`src/rtl/ram_scan_reader.sv`:
```
// Scans the 32x8 RAM one address at a time and presents each {address, data} pair on a valid/ready stream.
// Build option RD_SKIP_ZERO_EN: entries that read back as zero are skipped with no presentation and no dwell.
module ram_scan_reader #(
    parameter int ADDR_W = 5,
    parameter int DATA_W = 8
) (
    input  logic              CLOCK_50,
    input  logic              rst_n,
    input  logic              start,
    input  logic              stop,
    input  logic [ADDR_W-1:0] start_addr,
    input  logic              one_shot,
    input  logic              tick,
    input  logic              wr_busy,
    output logic [ADDR_W-1:0] ram_addr,
    output logic              ram_rden,
    input  logic [DATA_W-1:0] ram_q,
    output logic              out_valid,
    input  logic              out_ready,
    output logic [ADDR_W-1:0] out_addr,
    output logic [DATA_W-1:0] out_data,
    output logic              busy,
    output logic              done
);

    typedef enum logic [2:0] {IDLE, ISSUE, WAIT, PRESENT, DWELL} state_t;

    state_t            state, state_next;
    logic [ADDR_W-1:0] ptr;
    logic [ADDR_W-1:0] cnt;
    logic              mode;
    logic              skip;
    logic              last;
    logic              advance;

`ifdef RD_SKIP_ZERO_EN
    assign skip = (ram_q == '0);
`else
    assign skip = 1'b0;
`endif

    // A one-shot pass ends on the entry whose count is DEPTH-1.
    assign last    = mode && (cnt == {ADDR_W{1'b1}});
    assign advance = !stop && (((state == DWELL) && tick) || ((state == WAIT) && skip));
    assign busy    = (state != IDLE);

    always_ff @(posedge CLOCK_50 or negedge rst_n) begin
        if (!rst_n) begin
            state <= IDLE;
        end else begin
            state <= state_next;
        end
    end

    always_comb begin
        state_next = state;
        case (state)
            IDLE:    if (start)     state_next = ISSUE;
            ISSUE:   if (!wr_busy)  state_next = WAIT;
            WAIT:    state_next = skip ? (last ? IDLE : ISSUE) : PRESENT;
            PRESENT: if (out_ready) state_next = DWELL;
            DWELL:   if (tick)      state_next = last ? IDLE : ISSUE;
            default: state_next = IDLE;
        endcase
        if (stop) begin
            state_next = IDLE;
        end
    end

    always_ff @(posedge CLOCK_50 or negedge rst_n) begin
        if (!rst_n) begin
            ptr       <= '0;
            cnt       <= '0;
            mode      <= 1'b0;
            ram_addr  <= '0;
            ram_rden  <= 1'b0;
            out_valid <= 1'b0;
            out_addr  <= '0;
            out_data  <= '0;
            done      <= 1'b0;
        end else begin
            done <= 1'b0;
            if (stop) begin
                // Abort keeps the last presented pair visible on out_addr/out_data.
                out_valid <= 1'b0;
                ram_rden  <= 1'b0;
            end else begin
                case (state)
                    IDLE: begin
                        if (start) begin
                            ptr  <= start_addr;
                            cnt  <= '0;
                            mode <= one_shot;
                        end
                    end
                    ISSUE: begin
                        if (!wr_busy) begin
                            ram_addr <= ptr;
                            ram_rden <= 1'b1;
                        end
                    end
                    WAIT: begin
                        ram_rden <= 1'b0;
                        if (!skip) begin
                            out_data  <= ram_q;
                            out_addr  <= ptr;
                            out_valid <= 1'b1;
                        end
                    end
                    PRESENT: begin
                        if (out_ready) begin
                            out_valid <= 1'b0;
                        end
                    end
                    default: ;
                endcase
                if (advance) begin
                    if (last) begin
                        done <= 1'b1;
                    end else begin
                        ptr <= ptr + ADDR_W'(1);
                        cnt <= cnt + ADDR_W'(1);
                    end
                end
            end
        end
    end

endmodule

```
`config.mk`:
```
export PLATFORM = sky130hd
export DESIGN_NAME = ram_scan_reader
export DESIGN_NICKNAME = d
export VERILOG_FILES = /design/src/rtl/ram_scan_reader.sv
export SDC_FILE = /design/constraint.sdc
export NUM_CORES = 1
export LEC_CHECK = 0
export BUFFER_PORTS_ARGS = -buffer_cell sky130_fd_sc_hd__buf_2
export CORE_ASPECT_RATIO = 1.5
export CORE_UTILIZATION = 55
export CTS_BUF_LIST = sky130_fd_sc_hd__clkbuf_4 sky130_fd_sc_hd__clkbuf_8 sky130_fd_sc_hd__clkbuf_16
export CTS_CLUSTER_SIZE = 8
export DETAILED_ROUTE_END_ITERATION = 8
export MAX_ROUTING_LAYER = met4
export PLACE_DENSITY = 0.83
export SYNTH_ARGS = -nofsm -noshare
export SYNTH_HDL_FRONTEND = slang
export SYNTH_SLANG_ARGS = --single-unit
export TNS_END_PERCENT = 1
```
`constraint.sdc`:
```
create_clock -name CLOCK_50 -period 3.4 [get_ports CLOCK_50]
set_input_delay 0.17 -clock CLOCK_50 [delete_from_list [all_inputs] [get_ports CLOCK_50]]
set_output_delay 0.17 -clock CLOCK_50 [all_outputs]
set_load 0.01 [all_outputs]
```
==> impl_results.md <==
- Slew @ Worst Pin: 0.869 ns
- Avg WL per Cell: 14.8 um
- Sw power: between 0.0003 and 0.0004 W
- Int Power: around 0.0009 W
- Htree depth: 2
- Synthesis-to-layout area growth: 18.8%
- Die Ht: about 70 um
- Via/cell ratio: 5.58
- DIE AREA: about 3300 sq um
- Layout Nets: approximately 200
- Pwr dens: 645 nW/um^2
- Share of cells above drive strength 1: 0.428
- Synth Instances: 135
- WP buf/inv: 0
- CTS sink cnt: 35
- CTS Buf Count: 5
- Fill cells: about 230
- Post-Place Cells: 210
- TNS Setup: 0 ns
- Vias in the first global route: 1235
- Syn Area/Cell: 12.3 sq um
- Skew final: between 0.002 and 0.003 ns
- Post-CTS Setup Bufs: 0
- Critical path capture point type: register
- IO Port Bufs: 42
- RSZ-0062 raised after global routing: no
- Clock root cell: clkbuf_8
- CTS tree: done
- Leakage: approximately 0.96 nW
- Final Slew Violations: 0
- Crit path max-delay cell type: dfrtp_1
- Syn Nets: 159
- Max Buffers Root-to-Sink: 2
- Final min period: roughly 2.3 ns
- Non-Filler Instances: roughly 220
- Non-Filler Cell Area, Final: 1980 sq um
- N_diodes: 0
- First drt pass iteration count: 4
- Chip Width: 46.9 um
- Fin crit share: 0.670
- CP arrival: about 2.5 ns
- GRT Residual Overflow: 0
- CP Cell Sequence: ha_1 -> and3_1 -> ha_1 -> a21oi_1 -> nor2b_4 -> mux2_2 -> a21oi_1
- Fin util: 0.685
- CP Launch Type: register
- Switching share of total power: 0.294
- Max-cap violations: 0
- Netlist cell types: 40
- Combinational Power Share: 0.268
- Yosys warns: 0
- Crit path max fanout: 11
- Core Box Area: just under 3000 sq um
- DRT iter0 DRCs: 28
- DRC viols: 0
- Clock power share: 0.261
- Worst-path clk slew: ~0.070 ns
- Reg2Reg Setup Slack: 1.12 ns
- Design Power: roughly 0.0013 W
- Initial Util: 0.577
- Post_cts resized: 0
- Routed WL: approximately 3.2 mm
- First-pass GRT wire length: 5.62 mm
- Total vias in the final route: 1221
- Routed Antenna Nets: 0
- Hold crit path type: in -> reg
- Final Hold Fails: 0
- Max VDD drop: 401 uV
- Placer Congestion: 0.782
- DP HPWL: 2.44 mm
- Max Freq: approximately 0.44 GHz
- Ports: 43
- CP delay by family, top: simple AND/OR/NAND/NOR gates
- CP required: 3.61 ns
- Final Setup Violations: 0
- Area after DPL: between 1500 and 2000 sq um
- Post-synthesis sequential area ratio: 0.527
- Relative slew slack: 0.418
- CP peak stage delay: slightly above 0.4 ns
- Synth Register Bits: 35
- WS Path Type: reg -> reg
- Later-pin clock latency in the skew report: 0.29 ns
- Pin count of the biggest net entering global routing: 36
- Row count: 24
- Initial antenna violation count: 0
- Total track usage: 0.249
- Netlist Area Pre-Place: ~1700 sq um
- Flop pwr share: 0.470
- Status: complete, no violations
metrics by stage:
stage,setup slack (ns),hold slack [ns]
CTS,1.16,0.0629
global placement,1.31,0.262
global route,0.947,0.106
finish,1.12,0.0669
floorplan,1.34,-0.126
detailed placement,1.18,0.277
worst reg2reg max path, delay by kind of cell, from the launching register on:
kind / cells / cell delay, ns
compound gates: 2 / 0.43
fa+ha+maj: 2 / 0.43
flops: 1 / 0.41
mux: 1 / 0.38
simple gates: 2 / 0.54
per-layer routing:
layer / up-vias / wire, um / track usage
met5: - / 0 / -
met4: 0 / 59 / 0.0952
met3: 5 / 187 / 0.0729
met2: 45 / 1740 / 0.395
met1: 594 / 1250 / 0.286
li1: 577 / - / -
flip-flops by register name, summed over array words and instances (netlist names):
signal,count
ram_addr,5
ptr,5
out_valid,1
out_data,8
out_addr,5
done,1
state,3
cnt,5
ram_rden,1
mode,1
cell families (layout without fill, tap and decap cells):
group,count (synthesis),count (layout),share of synthesized area
adder cells (fa/ha/maj),3,3,0.0226
flip-flops,35,35,0.527
AND/OR/NAND/NOR,39,39,0.148
multiplexers,20,20,0.144
AO/OA/AOI/OAI,28,28,0.114
buffers and inverters,10,55,0.0451
cells in the final DEF (no fill, tap or decap), types with 2 or more instances in the layout:
master,netlist,routed
o21ai_0,6,6
a22o_1,2,2
a21oi_1,7,7
inv_1,4,4
a211oi_1,2,2
ha_1,3,3
dfrtp_1,35,35
nor3_1,4,4
nand3_1,4,4
buf_2,1,42
mux2_2,17,17
nor2_1,6,6
o32ai_1,2,2
nand2b_1,2,2
nand2_1,13,13
clkbuf_8,1,7
synth_stat cells (all sizes together):
library cell / n / area (sq um)
a2bb2oi: 1 / 8.76
buf: 5 / 46.3
nand4bb: 1 / 27.5
a22o: 2 / 17.5
mux2: 18 / 206
nor2: 6 / 22.5
and3: 2 / 13.8
or3: 1 / 7.51
o21ai: 6 / 30.0
nand2: 13 / 48.8
o32a: 1 / 10.0
dfrtp: 35 / 876
nor2b: 2 / 20.0
inv: 4 / 15.0
o31ai: 1 / 7.51
clkbuf: 1 / 13.8
mux2i: 2 / 32.5
nor3: 4 / 20.0
a21oi: 7 / 35.0
a211oi: 2 / 15.0
o22ai: 1 / 6.26
a211o: 1 / 10.0
nand4: 1 / 6.26
o21a: 1 / 7.51
nor4b: 1 / 23.8
o32ai: 2 / 17.5
nand2b: 3 / 26.3
ha: 3 / 37.5
a21o: 1 / 7.51
a22oi: 1 / 7.51
nand3: 5 / 30.0
a311oi: 1 / 8.76
power groups by stage:
stage,Sequential [W],Clock (W),Combinational [W]
after floorplan,0.000648,0,0.000157
after global routing,0.000619,0.000354,0.000383
after detailed placement,0.000610,0,0.000347
after CTS,0.000602,0.000338,0.000348
final,0.000600,0.000333,0.000342
after global placement,0.000601,0,0.000333
final timing paths:
check / endpoint / depth (start not counted) / start
setup / recovery: ptr[3]$_DFFE_PN0N_ / 7 / cnt[0]$_DFFE_PN0N_
hold / removal: mode$_DFFE_PN0P_ / 3 / one_shot
hold reg to reg: ram_addr[4]$_DFFE_PN0P_ / 2 / ram_addr[4]$_DFFE_PN0P_
setup reg to reg: ptr[3]$_DFFE_PN0N_ / 7 / cnt[0]$_DFFE_PN0N_
min in group asynchronous: out_addr[1]$_DFFE_PN0P_ / 2 / rst_n
max in group asynchronous: cnt[1]$_DFFE_PN0N_ / 2 / rst_n
what timing repair did:
| action | 4_1_cts | 5_1_grt |
|---|---|---|
| hold endpoints to repair | 35 | 0 |
| hold buffers | 1 | 0 |
| endpoints found under the setup margin | 0 | 0 |
layout make-up:
cell class                      instances  area [sq um]  share of cell area
Sequential cell                        35           876               0.443
Multi-Input combinational cell         90           712               0.360
Timing Repair Buffer                   43           220               0.111
Clock buffer                            8           104              0.0526
Tap cell                               39          48.8              0.0247
Inverter                                4          15.0             0.00760
(Power assumes the default switching activity.)
